## src/rtl/prod_accumulator.sv

```systemverilog
// rtl/prod_accumulator.sv - sums LEN consecutive unsigned products into one held dot-product result
module prod_accumulator #(
    parameter  int M     = 4,
    parameter  int N     = 4,
    parameter  int LEN   = 4,
    localparam int CNT_W = (LEN > 1) ? $clog2(LEN) : 1,
    localparam int ACC_W = M + N + CNT_W
) (
    input  logic             clk,
    input  logic             rst_n,
    input  logic             clear,
    input  logic             prod_valid,
    output logic             prod_ready,
    input  logic [M+N-1:0]   prod,
    output logic             acc_valid,
    input  logic             acc_ready,
    output logic [ACC_W-1:0] acc,
    output logic [CNT_W-1:0] term_cnt
);

    typedef enum logic {
        ACCUM = 1'b0,
        HOLD  = 1'b1
    } state_t;

    state_t             state_q;
    logic [ACC_W-1:0]   acc_q;
    logic [CNT_W-1:0]   cnt_q;
    logic               acc_valid_q;

    logic               xfer;
    logic               last_term;
    logic [ACC_W-1:0]   acc_d;
    logic [CNT_W-1:0]   cnt_d;

    assign prod_ready = (state_q == ACCUM);
    assign xfer       = prod_valid & prod_ready;
    assign last_term  = (cnt_q == CNT_W'(LEN - 1));
    assign acc_d      = acc_q + ACC_W'(prod);
    assign cnt_d      = cnt_q + CNT_W'(1);

    // clear has priority over both a same-cycle product transfer and a result acceptance
    always_ff @(posedge clk or negedge rst_n) begin
        if (!rst_n) begin
            state_q     <= ACCUM;
            acc_q       <= '0;
            cnt_q       <= '0;
            acc_valid_q <= 1'b0;
        end else if (clear) begin
            state_q     <= ACCUM;
            acc_q       <= '0;
            cnt_q       <= '0;
            acc_valid_q <= 1'b0;
        end else begin
            case (state_q)
                ACCUM: begin
                    if (xfer) begin
                        acc_q <= acc_d;
                        if (last_term) begin
                            cnt_q       <= '0;
                            state_q     <= HOLD;
                            acc_valid_q <= 1'b1;
                        end else begin
                            cnt_q <= cnt_d;
                        end
                    end
                end
                HOLD: begin
                    if (acc_ready) begin
                        acc_q       <= '0;
                        state_q     <= ACCUM;
                        acc_valid_q <= 1'b0;
                    end
                end
                default: begin
                    state_q     <= ACCUM;
                    acc_q       <= '0;
                    cnt_q       <= '0;
                    acc_valid_q <= 1'b0;
                end
            endcase
        end
    end

    assign acc       = acc_q;
    assign term_cnt  = cnt_q;
    assign acc_valid = acc_valid_q;

endmodule

```

## config.mk

```make
export PLATFORM = sky130hd
export DESIGN_NAME = prod_accumulator
export DESIGN_NICKNAME = d
export VERILOG_FILES = /design/src/rtl/prod_accumulator.sv
export SDC_FILE = /design/constraint.sdc
export NUM_CORES = 1
export LEC_CHECK = 0
export CORE_MARGIN = 4
export CORE_UTILIZATION = 41
export DETAILED_ROUTE_END_ITERATION = 8
export GPL_TIMING_DRIVEN = 1
export PLACE_DENSITY = 0.79
export SETUP_SLACK_MARGIN = 0.05
export SYNTH_ARGS = -nofsm -noshare
export SYNTH_HDL_FRONTEND = slang
export SYNTH_SLANG_ARGS = --single-unit
export TNS_END_PERCENT = 100
```

## constraint.sdc

```tcl
create_clock -name clk -period 2 [get_ports clk]
set_input_delay 0.3 -clock clk [delete_from_list [all_inputs] [get_ports clk]]
set_output_delay 0.3 -clock clk [all_outputs]
set_load 0.02 [all_outputs]
```

Word-level counts from Yosys, hierarchy flattened
Index checks and enable logic that the tools add are counted.
{ "op_classes": {"bitwise_logic": 2, "n_reduce_logical": 4, "eq_ne": 5, "mux": 18, "n_addsub": 2, "magnitude_cmp": 0, "mul": 0, "div": 0, "n_shift": 0} }
{ "ops": {"columns": ["op", "count"], "rows": [
  ["two-way mux 10 bit", 3],
  ["case mux 10 bit (2 select lines)", 1],
  ["adder 10 x 8 -> 10 bit", 1],
  ["two-way mux 1 bit", 8],
  ["two-way mux 2 bit", 4],
  ["!= test 3 x 2 -> 1 bit (second input constant)", 2],
  ["case mux 1 bit (2 select lines)", 2],
  ["AND reduction 2 bit", 2],
  ["!= test 3 bit (second input constant)", 1],
  ["AND reduction 3 bit", 1],
  ["adder 2 x 1 -> 2 bit (second input constant)", 1],
  ["equality test 2 bit (second input constant)", 1],
  ["!= test 2 bit (second input constant)", 1],
  ["nonzero test 2 bit", 1],
  ["bitwise AND 1 bit", 1],
  ["inverter 1 bit", 1]
]} }
{ "totals": {"wordCells": 35, "mem_bits_ro": 0, "ramBits": 0, "input_bits": 13, "output_inout_bits": 14, "latchBits": 0, "ff_bits": 14, "memories": 0} }

Depth between registers and ports, before layout
{ "logic_depth": {"ltp_word": 5, "depth_mapped": 8, "mapped_depth_nobuf": 8} }

Worst setup path after synthesis
OpenSTA, ideal clock, no wires.
{ "synth_path": {"path_type": "flip-flop to flip-flop", "from": "register acc_q[0] (netlist: acc[0])", "to": "register acc_q[6] (netlist: acc[6])", "synth_period_minus_slack_ps": 2010, "stages_incl_launch_ff": 9, "setup_slack_ps": -10, "arrival_time_ps": 1888, "required_time_ps": 1878, "n_path_buf": 0, "setup_time_ps": 122, "path_cell_list": "dfrtp_1 > ha_1 > inv_1 > fa_1 > nor2b_4 > o31ai_2 > a21boi_1 > or3_1 > a32o_1"} }
{ "synth_via": {"elab_chain_cells": 4} }
{ "synth_rtl": {"columns": ["element", "line", "text"], "rows": [
  ["start, declared", "27", "logic [ACC_W-1:0] acc_q;"],
  ["start signal, assigned", "46", "acc_q <= '0;"],
  ["start signal, assigned", "51", "acc_q <= '0;"],
  ["start signal, assigned", "58", "acc_q <= acc_d;"],
  ["adder 10 x 8 -> 10 bit", "39", "assign acc_d = acc_q + ACC_W'(prod);"],
  ["two-way mux 10 bit", "57", "if (xfer) begin"],
  ["case mux 10 bit (2 select lines)", "55", "case (state_q)"],
  ["two-way mux 10 bit", "49", "end else if (clear) begin"]
]} }
No other way between the ends. The select of a mux whose other input is x is not followed.
A chain may end at the register's enable or synchronous reset.

Worst setup path after layout
{ "layout_path": {"from": "input prod[1]", "to": "register acc_q[9] (netlist: acc[9])"} }
{ "layout_via": {"elab_chain_cells": 4} }
{ "layout_rtl": {"columns": ["element", "line", "text"], "rows": [
  ["start, declared", "14", "input logic [M+N-1:0] prod,"],
  ["adder 10 x 8 -> 10 bit", "39", null],
  ["two-way mux 10 bit", "57", null],
  ["case mux 10 bit (2 select lines)", "55", null],
  ["two-way mux 10 bit", "49", null]
]} }
No other way between the ends. The select of a mux whose other input is x is not followed.

==> impl_summary.md <==
Status
The flow ran to the end, and the final reports show no timing, DRC or antenna violations.

Die
In this run the core area contains 16 standard-cell rows. The floorplan step defined a die boundary enclosing 3050 um^2. The effective utilization at floorplan is 0.448.

The core region area is 2040 um^2. The floorplan step set the die height to 55.2 um. 27 I/O pins were placed. Measured along the x axis, the die boundary spans 55.2 um.

Route
The amount of wire on met3 after detailed routing is 99 um. The total number of vias is 878. The highest routing layer actually used is met4. The number of detailed-routing iterations run before antenna repair is 5. Dividing the detail-routed wire length by the instance count gives 14.2 um.

The number of vias per cell is 5.49. In this run the remaining antenna-violating nets after routing total 0. For this block, the initial DRC count from the detailed router was 13. Wire segments on met2 add up to 1110 um in the final route.

The remaining routing DRC violations is 0. The routed length on met1 is 1030 um. After detailed routing, the total wire length is 2270 um.

Place
In this run the tool buffered the top-level ports with 26 buffer cells. The count of placed standard cells including taps is 154. The area of placed instances is 1300 um^2. The weighted congestion at the end of routability-driven global placement is 0.904. After legalization and detailed placement, the total HPWL measured 1720 um.

STA
The final worst clock skew is 4.21 ps. Measured against its own limit, the worst slew margin works out to 0.553. The final count of pins violating max slew came to 0. Setup violations remaining at the end of the flow were counted as 0. The count of endpoints failing hold in the final timing report is 0. Dividing the final minimum period by the clock period gives 0.956. Timing would allow up to 0.523 GHz.

The transition at the pin with the smallest max-transition slack is 669 ps. The clock period could shrink to 1910 ps. The tightest hold margin is 413 ps. Setup repair after global routing could not meet its margin everywhere.

GRT
The total congestion overflow after global routing is 0. The number of antenna violations at the first check in global routing is 0. The via count of the first global-routing pass is 830. The global routing usage summed across all routing layers is 0.148.

The maximum number of pins on one net before global-route repair is 15. The first global-routing pass estimated 3660 um of wire.

Yosys
The portion of the post-synthesis area used by sequential elements is 0.383. The cell accounting for the most synthesized area is sky130_fd_sc_hd__dfrtp_1. In the synthesized netlist the dominant register cell turns out to be sky130_fd_sc_hd__dfrtp_1. Synthesis instantiated 31 different standard cells from the library. Dividing the synthesized area by the synthesized cell count gives 10.2 um^2. The synthesized design contains 0 enable-type register cells. The post-synthesis async set-or-reset flop share is 1.00. Counting every net in the synthesized netlist gives 113. The synthesized netlist cell count is 90. The synthesized netlist occupies a cell area of 915 um^2.

The area share of the largest cell type after synthesis is 0.383. The most numerous cell in the Yosys netlist is sky130_fd_sc_hd__dfrtp_1. By count the netlist is led by sky130_fd_sc_hd__dfrtp_1 (14), sky130_fd_sc_hd__ha_1 (9), sky130_fd_sc_hd__o21ai_0 (9), sky130_fd_sc_hd__nor2_1 (8).

The number of flip-flops and latches in the synthesized netlist is 14. By area the synthesized netlist is led by sky130_fd_sc_hd__dfrtp_1 (38%), sky130_fd_sc_hd__ha_1 (12%), sky130_fd_sc_hd__xnor2_1 (5.7%). During synthesis, Yosys emitted a total of 0 warnings.

CTS
The number of clock buffers inserted by TritonCTS is 3. The clock-pin slew of the registers on the worst-case setup and hold paths is 90 ps. CTS saw 14 sinks.

The tree is rooted in a sky130_fd_sc_hd__clkbuf_4. The maximum buffer depth of the clock tree is 2. In this run the number of H-tree levels came out at 1. At the later pin of the worst-skew pair, clock insertion delay measures 290 ps. The CTS tree is built.

Setup path
Of all nets on the critical path, the largest fanout is 2. STA classifies the critical path startpoint as an input port. The path type of the worst setup path is in -> reg. The data arrival time at the worst-slack endpoint is 2090 ps.

The critical path required time is 2180 ps. STA classifies the critical path endpoint as a flop.

Final layout
The multi-input combinational cells in the finished layout cover a total of 559 um^2. The finished cells cover 1350 um^2. The number of antenna diodes in the final layout is 0. The number of filler instances in the final layout is 177. Of the cells placed in the final design, the portion with a size suffix greater than 1 is 0.203. The final net count is 157. The area growth from synthesis to layout is 47.7%. At the end of the flow the core is filled with cells to 0.662. The count of cells in the finished layout, fillers not included, comes to 160. The area used by sequential logic in the layout is 352 um^2.

Job
The number of maximum-capacitance constraint violations is 0.

Pwr
VDD sags by at most 0.627 mV. After layout, the design draws a total of 0.000928 W. Power spread over the standard cell area amounts to 687 nW/um^2. The leakage power is 0.610 nW.

Worst hold path
The class of the most critical hold timing path is in -> async.
final timing paths:
| check | from | end | slack [ps] | cells after the start |
|---|---|---|---|---|
| hold / removal | rst_n | acc[1] | 410 | 1 |
| min in group clk | acc_valid | acc_valid | 540 | 2 |
| hold reg to reg | acc_valid | acc_valid | 540 | 2 |
| max in group asynchronous | rst_n | acc[0] | 1120 | 1 |
| setup / recovery | prod[1] | acc[9] | 90 | 8 |
| setup reg to reg | acc[0] | acc[6] | 90 | 8 |
metal layers:
layer  vias to the layer above  global-route usage
li1                        424                   -
met1                       428               0.183
met2                        21               0.248
met3                         5              0.0303
met4                         0              0.0625
met5                         -                   0
cell usage in the layout, fill, tap and decap left out, types with 2 or more instances in the layout:
cell type	instances
sky130_fd_sc_hd__nor2_1	8
sky130_fd_sc_hd__clkbuf_4	3
sky130_fd_sc_hd__buf_4	13
sky130_fd_sc_hd__dfrtp_1	13
sky130_fd_sc_hd__xnor2_1	6
sky130_fd_sc_hd__a32o_1	2
sky130_fd_sc_hd__clkdlybuf4s50_1	26
sky130_fd_sc_hd__o21ai_0	8
sky130_fd_sc_hd__nand2_1	2
sky130_fd_sc_hd__a211oi_1	5
sky130_fd_sc_hd__ha_1	8
sky130_fd_sc_hd__a22o_1	4
sky130_fd_sc_hd__a21o_1	3
sky130_fd_sc_hd__a31oi_1	2
sky130_fd_sc_hd__a21oi_1	2
sky130_fd_sc_hd__inv_1	5
report_power, final:
part / internal (W) / switching (W)
clock network: 0.0000776 / 0.0000958
registers: 0.000313 / 0.0000250
logic: 0.000221 / 0.000196
what timing repair did:
| action | CTS | global route |
|---|---|---|
| endpoints found under the setup margin | 1 | 2 |
| pin swaps | 5 | 3 |
| resized for setup | 2 | 2 |
| setup buffers | 1 | 1 |
| hold buffers | 0 | 0 |
kinds of logic after synthesis:
kind of cell | count (synthesis) | share of synthesized area
adders and majority gates | 10 | 0.145
and+or+nand+nor | 21 | 0.130
xor gates and xnor gates | 6 | 0.0575
muxes | 1 | 0.0109
AOI/OAI and AO/OA | 32 | 0.249
DFF | 14 | 0.383
buffers and inverters | 6 | 0.0246
sequential cells by signal, summed over array words and instances (netlist names):
signal / count
acc_valid: 1
term_cnt: 2
acc: 10
state_q: 1
through the flow:
step                      setup TNS, ps  worst slack, ps
after floorplan                       0             69.6
after global placement             -707             -221
after detailed placement           -874             -288
after CTS                             0             34.3
after global routing                  0             12.9
final                                 0             88.8
area by class of cell:
type | instances | share of cell area
timing repair buffer | 39 | 0.265
inverter | 6 | 0.0167
multi-input combinational | 70 | 0.414
sequential | 14 | 0.260
tap | 27 | 0.0250
clock buffer | 4 | 0.0194
critical path: stages:
cell and delay (ps):
sky130_fd_sc_hd__clkdlybuf4s50_1 440, sky130_fd_sc_hd__ha_1 320, sky130_fd_sc_hd__a21o_1 210, sky130_fd_sc_hd__a221oi_1 360, sky130_fd_sc_hd__buf_4 190, sky130_fd_sc_hd__a211oi_1 80
sky130_fd_sc_hd__xnor2_1 140, sky130_fd_sc_hd__nor2_1 50
No activity file was read; power rests on OpenSTA's default activity.
